**config.mk**
```make
export PLATFORM = sky130hd
export DESIGN_NAME = password_entry_ctrl
export DESIGN_NICKNAME = d
export VERILOG_FILES = /design/src/rtl/password_entry_ctrl.sv
export SDC_FILE = /design/constraint.sdc
export NUM_CORES = 1
export LEC_CHECK = 0
export ABC_AREA = 1
export ABC_CLOCK_PERIOD_IN_PS = 1900
export CAP_MARGIN = 0
export CORE_AREA = 5 5 117 119
export CTS_BUF_LIST = sky130_fd_sc_hd__clkbuf_4 sky130_fd_sc_hd__clkbuf_8
export DETAILED_ROUTE_END_ITERATION = 16
export DIE_AREA = 0 0 122 124
export DONT_BUFFER_PORTS = 1
export GPL_ROUTABILITY_DRIVEN = 0
export GPL_TIMING_DRIVEN = 0
export PLACE_DENSITY = 0.76
export SKIP_LAST_GASP = 1
export SLEW_MARGIN = 20
export SYNTH_ARGS = -nofsm -noshare
export SYNTH_HDL_FRONTEND = slang
export SYNTH_SLANG_ARGS = --single-unit
export TNS_END_PERCENT = 20
```
**constraint.sdc**
```tcl
create_clock -name clk -period 1.9 [get_ports clk]
set_input_delay 0.475 -clock clk [delete_from_list [all_inputs] [get_ports clk]]
set_output_delay 0.475 -clock clk [all_outputs]
set_load 0.005 [all_outputs]
```
**src/rtl/password_entry_ctrl.sv**
```systemverilog
// Keypad scanner, debouncer and lock state machine feeding the display driver.
// Digits are debounced per 4-column sweep; function buttons act on their rising edge.
module password_entry_ctrl #(
  parameter int SCAN_TICKS   = 200_000,
  parameter int HOLD_TICKS   = 100_000_000,
  parameter int FREEZE_TICKS = 500_000_000
) (
  input  logic        clk,
  input  logic        reset,
  input  logic [3:0]  row_in,
  output logic [3:0]  col_out,
  input  logic        key_set,
  input  logic        key_confirm,
  input  logic        key_clear,
  output logic [11:0] password_input,
  output logic [2:0]  input_count,
  output logic        success_input,
  output logic [2:0]  current_work_state,
  output logic [1:0]  failure_times
);

  typedef enum logic [2:0] {
    IDLE              = 3'b000,
    SETTING_CODE      = 3'b001,
    SETCODE_FINISH    = 3'b010,
    INPUTING_PASSWORD = 3'b011,
    MATCH_SUCCESS     = 3'b100,
    FREEZED           = 3'b101
  } state_t;

  localparam logic [31:0] SCAN_LAST   = 32'(SCAN_TICKS - 1);
  localparam logic [31:0] HOLD_LAST   = 32'(HOLD_TICKS - 1);
  localparam logic [31:0] FREEZE_LAST = 32'(FREEZE_TICKS - 1);

  state_t      state_r;
  logic [31:0] scan_cnt_r;
  logic [1:0]  col_idx_r;
  logic        sweep_hit_r;
  logic [3:0]  sweep_code_r;
  logic        prev_hit_r;
  logic [3:0]  prev_code_r;
  logic        locked_r;
  logic [11:0] stored_pw_r;
  logic        pw_valid_r;
  logic [31:0] timer_r;
  logic        set_q_r;
  logic        confirm_q_r;
  logic        clear_q_r;

  logic [2:0]  row_dec_s;
  logic        sample_s;
  logic        sweep_end_s;
  logic        cur_hit_s;
  logic [3:0]  cur_code_s;
  logic        end_hit_s;
  logic [3:0]  end_code_s;
  logic        digit_ok_s;
  logic        release_s;
  logic        set_edge_s;
  logic        confirm_edge_s;
  logic        clear_edge_s;
  logic [11:0] buf_next_s;
  logic        can_write_s;

  // Returns {hit, row index} for the lowest active-low row.
  function automatic logic [2:0] row_decode(input logic [3:0] rows);
    logic [2:0] res;
    if (rows[0] == 1'b0) begin
      res = 3'b100;
    end else if (rows[1] == 1'b0) begin
      res = 3'b101;
    end else if (rows[2] == 1'b0) begin
      res = 3'b110;
    end else if (rows[3] == 1'b0) begin
      res = 3'b111;
    end else begin
      res = 3'b000;
    end
    return res;
  endfunction

  assign current_work_state = state_r;

  // Sweep result, debounce decision, button edges and the next entry buffer.
  always_comb begin
    row_dec_s      = row_decode(row_in);
    sample_s       = (scan_cnt_r == SCAN_LAST);
    sweep_end_s    = sample_s && (col_idx_r == 2'd3);
    cur_hit_s      = sample_s && row_dec_s[2];
    cur_code_s     = {row_dec_s[1:0], col_idx_r};
    // The earliest column detected in a sweep owns the sweep.
    if (sweep_hit_r) begin
      end_hit_s  = 1'b1;
      end_code_s = sweep_code_r;
    end else begin
      end_hit_s  = cur_hit_s;
      end_code_s = cur_code_s;
    end
    digit_ok_s     = sweep_end_s && end_hit_s && prev_hit_r &&
                     (end_code_s == prev_code_r) && !locked_r;
    release_s      = sweep_end_s && !end_hit_s;
    set_edge_s     = key_set && !set_q_r;
    confirm_edge_s = key_confirm && !confirm_q_r;
    clear_edge_s   = key_clear && !clear_q_r;
    case (input_count)
      3'd0: begin
        buf_next_s  = {end_code_s, password_input[7:0]};
        can_write_s = 1'b1;
      end
      3'd1: begin
        buf_next_s  = {password_input[11:8], end_code_s, password_input[3:0]};
        can_write_s = 1'b1;
      end
      3'd2: begin
        buf_next_s  = {password_input[11:4], end_code_s};
        can_write_s = 1'b1;
      end
      default: begin
        buf_next_s  = password_input;
        can_write_s = 1'b0;
      end
    endcase
  end

  // Column scan and per-sweep debounce; runs in every lock state.
  always_ff @(posedge clk) begin
    if (reset) begin
      scan_cnt_r   <= 32'd0;
      col_idx_r    <= 2'd0;
      col_out      <= 4'b1110;
      sweep_hit_r  <= 1'b0;
      sweep_code_r <= 4'h0;
      prev_hit_r   <= 1'b0;
      prev_code_r  <= 4'h0;
      locked_r     <= 1'b0;
    end else if (sample_s) begin
      scan_cnt_r <= 32'd0;
      col_idx_r  <= col_idx_r + 2'd1;
      col_out    <= {col_out[2:0], col_out[3]};
      if (sweep_end_s) begin
        sweep_hit_r  <= 1'b0;
        sweep_code_r <= 4'h0;
        prev_hit_r   <= end_hit_s;
        prev_code_r  <= end_code_s;
        if (!end_hit_s) begin
          locked_r <= 1'b0;
        end else if (digit_ok_s) begin
          locked_r <= 1'b1;
        end else begin
          locked_r <= locked_r;
        end
      end else if (cur_hit_s && !sweep_hit_r) begin
        sweep_hit_r  <= 1'b1;
        sweep_code_r <= cur_code_s;
      end else begin
        sweep_hit_r  <= sweep_hit_r;
      end
    end else begin
      scan_cnt_r <= scan_cnt_r + 32'd1;
    end
  end

  // Lock state machine with registered display outputs.
  always_ff @(posedge clk) begin
    if (reset) begin
      state_r        <= IDLE;
      password_input <= 12'h000;
      input_count    <= 3'd0;
      success_input  <= 1'b0;
      failure_times  <= 2'd0;
      stored_pw_r    <= 12'h000;
      pw_valid_r     <= 1'b0;
      timer_r        <= 32'd0;
      set_q_r        <= 1'b0;
      confirm_q_r    <= 1'b0;
      clear_q_r      <= 1'b0;
    end else begin
      set_q_r     <= key_set;
      confirm_q_r <= key_confirm;
      clear_q_r   <= key_clear;
      // Timed states override this; any state change therefore restarts the timer.
      timer_r     <= 32'd0;
      if (release_s) begin
        success_input <= 1'b0;
      end
      case (state_r)
        IDLE: begin
          if (set_edge_s) begin
            state_r        <= SETTING_CODE;
            password_input <= 12'h000;
            input_count    <= 3'd0;
          end else if (digit_ok_s && pw_valid_r) begin
            state_r        <= INPUTING_PASSWORD;
            password_input <= {end_code_s, 8'h00};
            input_count    <= 3'd1;
            success_input  <= 1'b1;
          end
        end
        SETTING_CODE: begin
          if (set_edge_s || clear_edge_s) begin
            password_input <= 12'h000;
            input_count    <= 3'd0;
          end else if (confirm_edge_s) begin
            if (input_count == 3'd3) begin
              stored_pw_r    <= password_input;
              pw_valid_r     <= 1'b1;
              failure_times  <= 2'd0;
              state_r        <= SETCODE_FINISH;
              password_input <= 12'h000;
              input_count    <= 3'd0;
            end
          end else if (digit_ok_s && can_write_s) begin
            password_input <= buf_next_s;
            input_count    <= input_count + 3'd1;
            success_input  <= 1'b1;
          end
        end
        INPUTING_PASSWORD: begin
          if (clear_edge_s) begin
            password_input <= 12'h000;
            input_count    <= 3'd0;
          end else if (confirm_edge_s) begin
            if (input_count == 3'd3) begin
              password_input <= 12'h000;
              input_count    <= 3'd0;
              if (password_input == stored_pw_r) begin
                state_r       <= MATCH_SUCCESS;
                failure_times <= 2'd0;
              end else if (failure_times >= 2'd2) begin
                state_r       <= FREEZED;
                failure_times <= 2'd3;
              end else begin
                state_r       <= IDLE;
                failure_times <= failure_times + 2'd1;
              end
            end
          end else if (digit_ok_s && can_write_s) begin
            password_input <= buf_next_s;
            input_count    <= input_count + 3'd1;
            success_input  <= 1'b1;
          end
        end
        SETCODE_FINISH: begin
          if (timer_r == HOLD_LAST) begin
            state_r <= IDLE;
          end else begin
            timer_r <= timer_r + 32'd1;
          end
        end
        MATCH_SUCCESS: begin
          if (set_edge_s) begin
            state_r        <= SETTING_CODE;
            password_input <= 12'h000;
            input_count    <= 3'd0;
          end else if (timer_r == HOLD_LAST) begin
            state_r <= IDLE;
          end else begin
            timer_r <= timer_r + 32'd1;
          end
        end
        FREEZED: begin
          if (timer_r == FREEZE_LAST) begin
            state_r       <= IDLE;
            failure_times <= 2'd0;
          end else begin
            timer_r <= timer_r + 32'd1;
          end
        end
        default: begin
          state_r <= IDLE;
        end
      endcase
    end
  end

endmodule

```
Word-level counts from Yosys, hierarchy flattened
Cells that the tools add are included.

operators by class
  add/subtract/negate cells = 5
  bitwise operators = 1
  div/mod/pow operators = 0
  order comparisons = 1
  reductions and logical operators = 34
  eq/ne operators = 24
  multipliers = 0
  shifts and indexed selects = 0
  muxes and demuxes = 68

operator list
  cell                                                               number
  12-bit two-way mux                                                 8
  32-bit two-way mux                                                 3
  32-bit one-hot mux with 3 select lines                             1
  3-bit two-way mux                                                  25
  32-bit by 1-bit adder with 32-bit output, second input constant    2
  12-bit one-hot mux with 4 select lines                             1
  12-bit one-hot mux with 3 select lines                             1
  32-bit by 18-bit == test with 1-bit output, second input constant  1
  32-bit by 27-bit == test with 1-bit output, second input constant  1
  32-bit by 29-bit == test with 1-bit output, second input constant  1
  2-bit two-way mux                                                  9
  3-bit one-hot mux with 6 select lines                              1
  2-bit inequality test, second input constant                       8
  8-bit AND reduction                                                2
  1-bit logical AND                                                  13
  1-bit two-way mux                                                  13
  12-bit == test                                                     1
  3-bit by 2-bit == test with 1-bit output, second input constant    4
  4-bit two-way mux                                                  3
  3-bit one-hot mux with 4 select lines                              1
  3-bit by 1-bit == test with 1-bit output, second input constant    2
  3-bit == test, second input constant                               2
  1-bit logical NOT                                                  6
  3-bit logical NOT                                                  2
  19 further kinds                                                   22

storage, ports and cells
  bits in writable memories = 0
  bits in read-only memories = 0
  input port bits = 9
  memories = 0
  register bits after elaboration = 118
  latch bits = 0
  word-level logic and storage cells = 152

Longest topological paths before layout
  word-level depth = 15
  gate-level depth with buffers = 17

Least setup slack after synthesis
OpenSTA, ideal clock, no wires.

  path type = register to register
  from = register scan_cnt_r[0]
  to = register password_input[11]
  required time = 1.782 ns
  arrival time = 1.909 ns
  slack = -0.127 ns
  buffers on the path = 1
  stages on the path, launching flop included = 16
  cell sequence = dfxtp_1 > ha_1 > nand2_2 > nor2_8 > inv_4 > nor2_4 > nand2_4 > nor2_8 > nand3_4 > nor2_4 > nand3_2 > nand2_4 > nand2_4 > buf_6 > a21oi_2 > a21oi_1

between the ends
  longest elaborated chain between the ends = 12
  elaborated cells on any way between the ends = 17
  those cells by class = eq/ne: 2; mux: 6; reduce/logical: 9

ends and longest elaborated chain
  element                                         RTL line  RTL
  start, declared                                 36        logic [31:0] scan_cnt_r;
  start signal, assigned                          159       scan_cnt_r <= scan_cnt_r + 32'd1;
  32-bit by 18-bit == test with 1-bit output (*)  87        sample_s = (scan_cnt_r == SCAN_LAST);
  1-bit logical AND                               89        cur_hit_s = sample_s && row_dec_s[2];
  1-bit two-way mux                               92        if (sweep_hit_r) begin
  1-bit logical AND (*) (3 in series)             99        digit_ok_s = sweep_end_s && end_hit_s && prev_hit_r &&
  1-bit logical AND (*)                           100       (end_code_s == prev_code_r) && !locked_r;
  1-bit logical AND                               212, 237
  12-bit two-way mux (2 in series)                --
  12-bit two-way mux (on tied branches)           --
  12-bit one-hot mux with 4 select lines          --
  end signal, assigned                            194       password_input <= {end_code_s, 8'h00};
  end signal, assigned                            213       password_input <= buf_next_s;
  end signal, assigned                            238       password_input <= buf_next_s;
  end, declared                                   15        output logic [11:0] password_input,

Mark *: on every way between the ends. The rest lies on a longest branch, timed or not.
A chain may end at the register's enable or synchronous reset.

Worst setup path after layout
  from = register scan_cnt_r[15]
  to = register state_r[1], in the netlist current_work_state[1]

between the ends
  longest elaborated chain between the ends = 10
  elaborated cells on any way between the ends = 11
  those cells by class = eq/ne: 2; mux: 1; reduce/logical: 8

ends and longest elaborated chain
  element                                         RTL line  RTL
  32-bit by 18-bit == test with 1-bit output (*)  87
  1-bit logical AND                               89
  1-bit two-way mux                               92
  1-bit logical AND (*) (3 in series)             99
  1-bit logical AND (*)                           100
  1-bit logical AND (*)                           192       end else if (digit_ok_s && pw_valid_r) begin
  3-bit inequality test (no source line) (*)      --
  8-bit AND reduction (no source line) (*)        --
  end signal, assigned                            189       state_r <= SETTING_CODE;
  end signal, assigned                            193       state_r <= INPUTING_PASSWORD;
  end signal, assigned                            208       state_r <= SETCODE_FINISH;
  end, declared                                   35        state_t state_r;

Marked as above.

==> flow_summary_export.csv <==
group,metric,value,unit
run_status,status,"finished with violations",
run_status,failed_checks,"setup timing",
clocking,number_of_buffers_created_by_cts,17,
floorplan,fp.dieW,122,µm
finish,synthToLayoutAreaGrowth,26.23,%
routing,antenna_left,0,
yosys,yosys.cell_types.count,45,
floorplan,num_io_pins,34,
sta,max_clock_freq,476.7,MHz
yosys,yosys.area_share.adder,0.01550,
yosys,synth_edf_count,0,
grt,via_count_of_the_first_global_routing_pass,5914,
yosys,synth_common_cells,"nand2_1 (178), inv_1 (136), nor2_1 (125)",
yosys,yosys.area_share.simple,0.3497,
yosys,cell_with_the_most_instances_after_synthesis,"nand2_1",
routing,drc,0,
power,power-per-cell-area,902.5,nW/µm²
placed_design,placement.setup.worst_slack,-0.7243,ns
floorplan,placeableCoreArea,12470,µm²
finish,drive_above_1_share,0.2303,
sta,rsz_0062_raised_after_global_routing,"true",
yosys,synth_top_area_frac,0.3657,
clocking,clock_tree.root_cell,"clkbuf_8",
critical_path,endpoint_kind,"flip-flop",
critical_path,path_cells,"nor2_1 -> nand3_1 -> nor2_1 -> nand2_2 -> nor2_8 -> nand3_4 -> nor2_4 -> nand3_2 -> nand2_4 -> buf_4 -> nand2_1 -> a21oi_1 -> o21a_1",
yosys,synth.cell_area,6459,µm²
min_path,number_of_cells_on_the_worst_hold_path,2,
critical_path,critical_path_required,2.29,ns
critical_path,timing.critical_path.max_delay_family,"simple AND/OR/NAND/NOR gates",
yosys,synth.largest_area_cell,"dfxtp_1",
clocking,tritoncts,"done",
critical_path,critPathLaunchType,"flip-flop",
grt,antenna_found_initial,0,
placed_design,place.detailed.hpwl,11180,µm
yosys,synth-async-reset-ratio,0,
placed_design,buffer_ports.inserted,0,
finish,finish.utilization,0.6540,
routing,vias,6612,
sta,final_hold_viol_count,0,
yosys,synthesis.instances,952,
clocking,htree_levels,4,
power,leakage_power,0.003465,µW
sta,setup_slack,-0.1977,ns
clocking,hold_buffers,0,
yosys,ys_warn_count,0,
yosys,synth_xor_xnor_area_share,0.05289,
flow_run,drv_cap,0,
critical_path,worst_r2r_path_depth,13,
grt,largest_net_degree_at_the_start_of_global_routing,17,
clocking,clock-sinks,118,
grt,track_usage,0.2249,
critical_path,critical_path.reg2reg.startpoint,"scan_cnt_r[15]",
critical_path,critical_path_buf_inv_count,1,
critical_path,worst-setup-path-type,"reg -> reg",
critical_path,critical_path.max_fanout,7,
critical_path,reg2reg_to,"current_work_state[1]",
sta,final_period_minus_worst_setup_slack,2.098,ns
critical_path,critPathArrivalTime,2.49,ns
finish,layout.nets,1033,
grt,grt_remaining_overflow,0,
sta,timing.final.max_slew_violations,0,
sta,min_period_over_period,1.104,
min_path,worstHoldStart,"reset",
yosys,synth_top_cells_by_area,"dfxtp_1 (37%), nand2_1 (10%), inv_1 (7.9%)",
routing,detail_route.vias_per_cell,5.505,
yosys,largest_family_of_logic_cells_by_synthesized_area,"simple AND/OR/NAND/NOR gates",
sta,tns,-5.385,ns
yosys,synthesis.area_per_instance,6.784,µm²
yosys,seq_area_frac_synth,0.3657,
finish,antenna_diodes,0,
critical_path,path_common_cell,"nor2_1",
critical_path,setup_slack_on_the_worst_flop_to_flop_path,-0.20,ns
yosys,synth.ff_latch_count,118,
clocking,clock_latency_on_the_worst_skew_pair,0.45,ns
sta,timing_worst_slew_pin_value,0.5612,ns
min_path,min_path_type,"in -> reg",
routing,detailedRoute.firstPassIterationCount,7,
critical_path,cpPeakStageDelay,0.38,ns
min_path,worstHoldEndpoint,"current_work_state[1]",
floorplan,rows,41,
sta,hold-worst-slack,0.1745,ns
yosys,synth.mux.area_fraction,0,
yosys,synth_compound_area_frac,0.1193,
floorplan,die_area,15130,µm²
floorplan,floorplan.initialDensity,0.5181,
sta,report.final.setup_viol,63,
power,max-vdd-ir-drop,1.007,mV
routing,wl_per_cell,14.67,µm
clocking,cts.clk_slew.worst_paths,0.08,ns
routing,drtIter0Drc,789,
routing,total_wire_length,17620,µm
yosys,ys.flop_type,"dfxtp_1",
sta,worst_slew_margin_rel,0.6259,
sta,worst_clock_skew,0.01101,ns
yosys,number_of_nets_produced_by_synthesis,969,
grt,grt_pass1_wl,27450,µm
clocking,clk_path_buf_depth,2,
floorplan,die-height,124,µm
critical_path,critical_path.slowest_cell,"dfxtp_4",
[kinds of logic (layout without fill, tap and decap cells)]
| group | after synthesis | after routing |
|---|---|---|
| adder cells (fa/ha/maj) | 8 | 8 |
| AND/OR/NAND/NOR | 486 | 487 |
| XOR/XNOR | 39 | 39 |
| buffers and inverters | 161 | 237 |
| AO/OA/AOI/OAI | 140 | 140 |
| flip-flops | 118 | 118 |
[worst max-delay path by stage]
stage                        start               endpoint  cells after the start
floorplan            scan_cnt_r[1]     password_input[11]                     15
global placement       key_confirm         stored_pw_r[9]                      8
detailed placement     key_confirm        stored_pw_r[11]                      8
CTS                  scan_cnt_r[0]     password_input[11]                     15
global route        scan_cnt_r[10]  current_work_state[1]                     14
finish              scan_cnt_r[15]  current_work_state[1]                     13
[power by group]
part           internal (µW)  switching, µW
clock                   1530           1040
combinational            736           1260
sequential              2590            198
total                   4850           2510
[cells in the final DEF, fill, tap and decap left out, drive strengths merged, types with 8 or more instances in the layout]
cell / n
nand2: 189
inv: 143
nor2: 135
dfxtp: 118
nand3: 74
a21oi: 72
buf: 51
o21ai: 43
nor3: 36
xor2: 34
clkbuf: 30
nand4: 26
nor4: 11
ha: 8
[flip-flops by register name, indices dropped and copies added, names as in the netlist]
| name | count |
|---|---|
| prev_code_r | 4 |
| col_out | 4 |
| clear_q_r | 1 |
| password_input | 12 |
| set_q_r | 1 |
| sweep_hit_r | 1 |
| current_work_state | 3 |
| locked_r | 1 |
| confirm_q_r | 1 |
| prev_hit_r | 1 |
| timer_r | 32 |
| stored_pw_r | 12 |
| pw_valid_r | 1 |
| scan_cnt_r | 32 |
| failure_times | 2 |
| col_idx_r | 2 |
| success_input | 1 |
| input_count | 3 |
| sweep_code_r | 4 |
[layer usage]
layer  vias to the layer above  track usage  wire (µm)
met5                         -            0          0
met4                         0      0.09034        618
met3                        75      0.06585       1270
met2                       270       0.3646       8323
met1                      3031       0.2822       7401
li1                       3236            -          -
[cell type report]
cell class,instances,area [µm²]
Buffer,17,116.4
Clock buffer,20,275.3
Clock inverter,12,173.9
Fill cell,1048,4313
Inverter,144,551.8
Multi-Input combinational cell,674,4033
Sequential cell,118,2402
Tap cell,172,215.2
Timing Repair Buffer,44,385.4
[stage by stage]
step                area, µm²  total power (µW)  std cells
finish                   8153              7358       1201
global route             8153              7706       1201
floorplan                6484              3868        952
global placement         6699              4198       1124
CTS                      7607              7093       1181
detailed placement       6699              4207       1124
[what timing repair did]
action / in CTS / in global routing
setup endpoints to repair: 93 / 103
cloned: 2 / 2
pin swaps: 19 / 39
gates resized for setup: 61 / 114
setup buffers: 23 / 18
Power figures use the tool's default switching activity.
